**src/rtl/switch_port_adapter.sv**
```systemverilog
// switch_port_adapter
//   Device-side endpoint for one port of the two-sided switch.
//   TX path: local writes (destination address + data) are queued in a FIFO
//   and offered to the switch one word at a time on validtx/acktx, with a
//   timeout that drops a word the switch never acknowledges.
//   RX path: words presented by the switch on validrx are captured into a
//   second FIFO (acknowledged on ackrx) and drained locally, show-ahead.
//
// Ports
//   clk_i, rst_ni        clock (rising edge), asynchronous active-low reset
//   wr_en_i/adr/dat      local push into the TX FIFO
//   tx_full_o/count_o    TX FIFO status
//   tx_ovf_o, tx_tmo_o   sticky: push dropped while full / word timed out
//   sw_validtx_o, sw_adr_o, sw_dat_o, sw_acktx_i   TX handshake to switch
//   sw_validrx_i, sw_dat_i, sw_ackrx_o             RX handshake from switch
//   rd_en_i, rd_valid_o, rd_dat_o, rx_count_o      local RX FIFO drain side
module switch_port_adapter #(
  parameter int AW_DEV  = 2,
  parameter int DW      = 4,
  parameter int DEPTH   = 2,
  parameter int TIMEOUT = 15
) (
  input  logic              clk_i,
  input  logic              rst_ni,
  input  logic              wr_en_i,
  input  logic [AW_DEV-1:0] wr_adr_i,
  input  logic [DW-1:0]     wr_dat_i,
  output logic              tx_full_o,
  output logic [DEPTH:0]    tx_count_o,
  output logic              tx_ovf_o,
  output logic              tx_tmo_o,
  output logic              sw_validtx_o,
  output logic [AW_DEV-1:0] sw_adr_o,
  output logic [DW-1:0]     sw_dat_o,
  input  logic              sw_acktx_i,
  input  logic              sw_validrx_i,
  input  logic [DW-1:0]     sw_dat_i,
  output logic              sw_ackrx_o,
  input  logic              rd_en_i,
  output logic              rd_valid_o,
  output logic [DW-1:0]     rd_dat_o,
  output logic [DEPTH:0]    rx_count_o
);

  localparam int unsigned WORDS = 1 << DEPTH;
  localparam logic [DEPTH:0] FIFO_WORDS = {1'b1, {DEPTH{1'b0}}};
  localparam int TW = (TIMEOUT > 1) ? $clog2(TIMEOUT) : 1;
  localparam logic [TW-1:0] TMO_LAST = TW'((TIMEOUT > 0) ? TIMEOUT - 1 : 0);

  typedef enum logic {TX_IDLE, TX_REQ} tx_state_t;
  typedef enum logic [1:0] {RX_IDLE, RX_ACK, RX_GAP} rx_state_t;

  // ---------------------------------------------------------------- TX FIFO
  logic [AW_DEV+DW-1:0] tx_mem [WORDS];
  logic [DEPTH-1:0]     tx_wptr, tx_rptr;
  logic [DEPTH:0]       tx_count;
  logic                 tx_full, tx_empty, tx_push, tx_pop;
  logic [AW_DEV+DW-1:0] tx_head;

  assign tx_full  = (tx_count == FIFO_WORDS);
  assign tx_empty = (tx_count == '0);
  assign tx_push  = wr_en_i && !tx_full;
  assign tx_head  = tx_mem[tx_rptr];

  always_ff @(posedge clk_i or negedge rst_ni) begin
    if (!rst_ni) begin
      for (int unsigned i = 0; i < WORDS; i++) tx_mem[i] <= '0;
      tx_wptr  <= '0;
      tx_rptr  <= '0;
      tx_count <= '0;
      tx_ovf_o <= 1'b0;
    end else begin
      if (tx_push) begin
        tx_mem[tx_wptr] <= {wr_adr_i, wr_dat_i};
        tx_wptr         <= tx_wptr + DEPTH'(1);
      end
      if (tx_pop) tx_rptr <= tx_rptr + DEPTH'(1);
      case ({tx_push, tx_pop})
        2'b10:   tx_count <= tx_count + (DEPTH+1)'(1);
        2'b01:   tx_count <= tx_count - (DEPTH+1)'(1);
        default: tx_count <= tx_count;
      endcase
      if (wr_en_i && tx_full) tx_ovf_o <= 1'b1;
    end
  end

  // ---------------------------------------------------------------- TX FSM
  tx_state_t     tx_state_q, tx_state_d;
  logic          tx_load, tx_expire;
  logic [TW-1:0] tx_timer;

  always_ff @(posedge clk_i or negedge rst_ni) begin
    if (!rst_ni) tx_state_q <= TX_IDLE;
    else         tx_state_q <= tx_state_d;
  end

  always_comb begin
    tx_state_d = tx_state_q;
    tx_load    = 1'b0;
    tx_pop     = 1'b0;
    tx_expire  = 1'b0;
    case (tx_state_q)
      TX_IDLE: begin
        // Head is only copied here; it leaves the FIFO on ack or timeout.
        if (!tx_empty) begin
          tx_load    = 1'b1;
          tx_state_d = TX_REQ;
        end
      end
      TX_REQ: begin
        // Ack takes priority over expiry in the same cycle.
        if (sw_acktx_i) begin
          tx_pop     = 1'b1;
          tx_state_d = TX_IDLE;
        end else if (TIMEOUT > 0 && tx_timer == TMO_LAST) begin
          tx_pop     = 1'b1;
          tx_expire  = 1'b1;
          tx_state_d = TX_IDLE;
        end
      end
      default: tx_state_d = TX_IDLE;
    endcase
  end

  assign sw_validtx_o = (tx_state_q == TX_REQ);

  always_ff @(posedge clk_i or negedge rst_ni) begin
    if (!rst_ni) begin
      sw_adr_o <= '0;
      sw_dat_o <= '0;
      tx_timer <= '0;
      tx_tmo_o <= 1'b0;
    end else begin
      if (tx_load) begin
        sw_adr_o <= tx_head[AW_DEV+DW-1:DW];
        sw_dat_o <= tx_head[DW-1:0];
        tx_timer <= '0;
      end else if (tx_state_q == TX_REQ && tx_timer != '1) begin
        tx_timer <= tx_timer + TW'(1);
      end
      if (tx_expire) tx_tmo_o <= 1'b1;
    end
  end

  assign tx_full_o  = tx_full;
  assign tx_count_o = tx_count;

  // ---------------------------------------------------------------- RX FIFO
  logic [DW-1:0]    rx_mem [WORDS];
  logic [DEPTH-1:0] rx_wptr, rx_rptr;
  logic [DEPTH:0]   rx_count;
  logic             rx_full, rx_empty, rx_push, rx_pop;

  assign rx_full  = (rx_count == FIFO_WORDS);
  assign rx_empty = (rx_count == '0);
  assign rx_pop   = rd_en_i && !rx_empty;

  always_ff @(posedge clk_i or negedge rst_ni) begin
    if (!rst_ni) begin
      for (int unsigned i = 0; i < WORDS; i++) rx_mem[i] <= '0;
      rx_wptr  <= '0;
      rx_rptr  <= '0;
      rx_count <= '0;
    end else begin
      if (rx_push) begin
        rx_mem[rx_wptr] <= sw_dat_i;
        rx_wptr         <= rx_wptr + DEPTH'(1);
      end
      if (rx_pop) rx_rptr <= rx_rptr + DEPTH'(1);
      case ({rx_push, rx_pop})
        2'b10:   rx_count <= rx_count + (DEPTH+1)'(1);
        2'b01:   rx_count <= rx_count - (DEPTH+1)'(1);
        default: rx_count <= rx_count;
      endcase
    end
  end

  // ---------------------------------------------------------------- RX FSM
  rx_state_t rx_state_q, rx_state_d;

  always_ff @(posedge clk_i or negedge rst_ni) begin
    if (!rst_ni) rx_state_q <= RX_IDLE;
    else         rx_state_q <= rx_state_d;
  end

  always_comb begin
    rx_state_d = rx_state_q;
    rx_push    = 1'b0;
    case (rx_state_q)
      RX_IDLE: begin
        // A full FIFO simply withholds the ack; the switch keeps offering.
        if (sw_validrx_i && !rx_full) begin
          rx_push    = 1'b1;
          rx_state_d = RX_ACK;
        end
      end
      RX_ACK:  rx_state_d = RX_GAP;
      // Switch is still retracting validrx here, so it is not sampled.
      RX_GAP:  rx_state_d = RX_IDLE;
      default: rx_state_d = RX_IDLE;
    endcase
  end

  assign sw_ackrx_o = (rx_state_q == RX_ACK);
  assign rd_valid_o = !rx_empty;
  assign rd_dat_o   = rx_mem[rx_rptr];
  assign rx_count_o = rx_count;

endmodule

```
**config.mk**
```make
export PLATFORM = sky130hd
export DESIGN_NAME = switch_port_adapter
export DESIGN_NICKNAME = d
export VERILOG_FILES = /design/src/rtl/switch_port_adapter.sv
export SDC_FILE = /design/constraint.sdc
export NUM_CORES = 1
export LEC_CHECK = 0
export CORE_MARGIN = 1
export CORE_UTILIZATION = 51
export DETAILED_ROUTE_END_ITERATION = 10
export DONT_BUFFER_PORTS = 1
export PLACE_DENSITY = 0.66
export SYNTH_ARGS = -nofsm -noshare
export SYNTH_HDL_FRONTEND = slang
export SYNTH_SLANG_ARGS = --single-unit
```
**constraint.sdc**
```tcl
create_clock -name clk_i -period 5.1 [get_ports clk_i]
set_clock_uncertainty 0.05 [all_clocks]
set_input_delay 1.275 -clock clk_i [delete_from_list [all_inputs] [get_ports clk_i]]
set_output_delay 1.275 -clock clk_i [all_outputs]
set_load 0.03 [all_outputs]
```
==> flow_summary.yaml <==
timing:
  setup_tns_ns: 0
  clock.fmax_ghz: 0.3179
  setup_viol: 0
  rsz0062_at_grt: "no"
  hold_viol: 0
  tightest_slew_ns: 0.6680
  fin_hold_ws_ns: 0.4224
  finalCriticalPeriod_ns: 3.145
  slew_violations: 0
  slew_headroom_pct: 55.30
  fin_crit_sh_pct: 61.68
  setup_ws_ns: 1.955
clock_tree:
  clockBufferDepth: 2
  postCtsHoldBufs: 0
  cts_resized: 0
  clk_latency_ns: 0.33
  cts_buffers: 9
  postCtsSetupBuffers: 0
  clock_sinks: 69
  h-tree-depth: 3
  cts_tree: "built"
  clk_pin_slew_ns: 0.07
  root_buffer: "clkbuf_8"
synth:
  synthTopCellsByCount: "dfrtp_1, mux2_2, inv_1"
  syn_inst: 220
  postSynth.asyncResetShare_pct: 100.0
  yosysTopAreaCell: "dfrtp_1"
  synth_seq_area_share_pct: 52.95
  synth.area.top_cells: "dfrtp_1, mux2_2, mux4_2"
  synth_area_mm2: 0.003261
  synth_top_cell_area_share_pct: 52.95
  synth_edf_count: 0
  synth_cell_types: 37
  synth-main-ff-cell: "dfrtp_1"
  syn_area_per_cell_um2: 14.82
  syn_nets: 250
  yosys_warnings: 0
  yosysMostFrequentCell: "dfrtp_1"
  ys_ff_latch: 69
detailed_routing:
  num_vias: 1767
  routed_via_density: 5.775
  drtPass1Iterations: 4
  wirelength_um: 5993
  drt_iter0_drc: 87
  postRouteAntennaNets: 0
  drcViolationCount: 0
  route.detailed.wl_per_inst_um: 19.58
setup_path:
  critical_path_buf_inv_count: 1
  endpoint_kind: "output port"
  worst_ep_required_time_ns: 3.77
  reg2reg_from: "tx_count_o[2]"
  ff2ff_path_depth: 8
  critical_path_class: "reg2out"
  critPathSlowestCell: "or3b_1"
  r2r_slack_ns: 2.47
  critPathTopFamily: "simple AND/OR/NAND/NOR gates"
  critPathArrivalTime_ns: 1.82
  cp-startpoint: "tx_count_o[2]"
  worstPathCellList: "or3b_1, inv_1"
  crit_cells: 2
  cpPeakStageDelay_ns: 0.60
  start_kind: "flop"
  cp_max_fo: 6
final_layout:
  final_nets: 256
  diodes: 0
  area.growth.synth_to_final_pct: 9.939
  design_area_mm2: 0.003585
  drive_gt1_share_pct: 32.03
floorplan:
  num_rows: 28
  chipWidth_um: 81.96
  ios: 38
  core_area_mm2: 0.006061
  dieArea_mm2: 0.006717
  die_h_um: 81.96
  start_util_pct: 53.80
global_route:
  antenna_found_initial: 0
  first_global_vias: 1962
  grt-ovfl-total: 0
  grt_pass1_wl_um: 9804
  grt.total_usage_pct: 20.62
  grt_max_degree: 70
placed_design:
  place_ws_ns: 2.279
  hpwl_um: 4275
  io_buffers: 0
  dpl-instance-area_mm2: 0.003323
  gp_congestion: 0.7192
hold_path:
  holdPathStages: 1
  min-delay-start: "rx_state_q[1]"
  hold_path.class: "reg2reg"
status:
  status: "finished, final reports clean"
run:
  maxCapViolations: 0
power:
  power_density_mw_per_mm2: 748.0
  ir_drop_uv: 402.8
  leakage_nw: 1.625
  power_w: 0.002681
final timing paths:
check                                end
max                            tx_full_o
min                        rx_state_q[1]
max reg2reg                tx_count_o[2]
min reg2reg                rx_state_q[1]
max in group asynchronous      tx_mem[7]
min in group asynchronous    sw_dat_o[3]
through the flow:
step,cells,util (%)
detailed placement,290,54.83
floorplan,220,-
global route,306,59.15
CTS,306,59.15
global placement,290,54.83
finish,306,59.15
sequential cells by signal (all words and copies together), names as in the netlist:
signal / flops
rx_count_o: 3
rx_mem: 16
rx_rptr: 2
rx_state_q: 2
rx_wptr: 2
sw_adr_o: 2
sw_dat_o: 4
sw_validtx_o: 1
tx_count_o: 3
tx_mem: 24
tx_ovf_o: 1
tx_rptr: 2
tx_timer: 4
tx_tmo_o: 1
tx_wptr: 2
metal layers:
| metal | vias to the layer above | global-route usage, % | wire (um) |
|---|---|---|---|
| met3 | 7 | 5.556 | 219 |
| met1 | 936 | 23.28 | 2447 |
| met4 | 0 | 10.70 | 89 |
| met2 | 36 | 35.54 | 3236 |
| li1 | 788 | - | - |
| met5 | - | 0 | 0 |
area by class of cell:
cell class / count / area (um^2)
multi-input cells: 131 / 1446
fillers: 467 / 2476
inverters: 15 / 56.30
well taps: 75 / 93.84
clock buffers: 9 / 123.9
flip-flops and latches: 69 / 1727
clock inverters: 7 / 137.6
report_power, final:
part,leakage (nW),internal [W],switching (W)
sequential,0.825,0.000821,0.000357
combinational,0.670,0.000514,0.000412
clock,0.129,0.000373,0.000205
total,1.62,0.00171,0.000974
cell families (layout without fill, tap and decap cells):
kind of cell | count (synthesis) | count (layout) | synth area share, %
compound gates | 11 | 11 | 2.303
xor+xnor | 12 | 12 | 3.223
fa+ha+maj | 14 | 14 | 5.833
buf+inv | 20 | 31 | 2.686
flops | 69 | 69 | 52.95
mux | 61 | 61 | 25.79
simple gates | 33 | 33 | 7.214
worst register-to-register path, stage by stage (launching register included):
cell and delay, ns:
dfrtp_1 0.57, or3b_1 0.60, nand2_2 0.19, ha_1 0.21
inv_1 0.07, fa_1 0.39, xor2_1 0.15, nor2_1 0.14
xor2_1 0.18
placed cells by master (no fill, tap or decap), types with 6 or more instances in the layout:
master / n
inv_1: 15
xor2_1: 6
clkbuf_8: 9
mux2_1: 7
mux2_4: 12
ha_1: 12
dfrtp_1: 69
mux2_2: 29
nand3_1: 9
mux4_2: 10
xnor2_1: 6
Power figures use the tool's default switching activity.
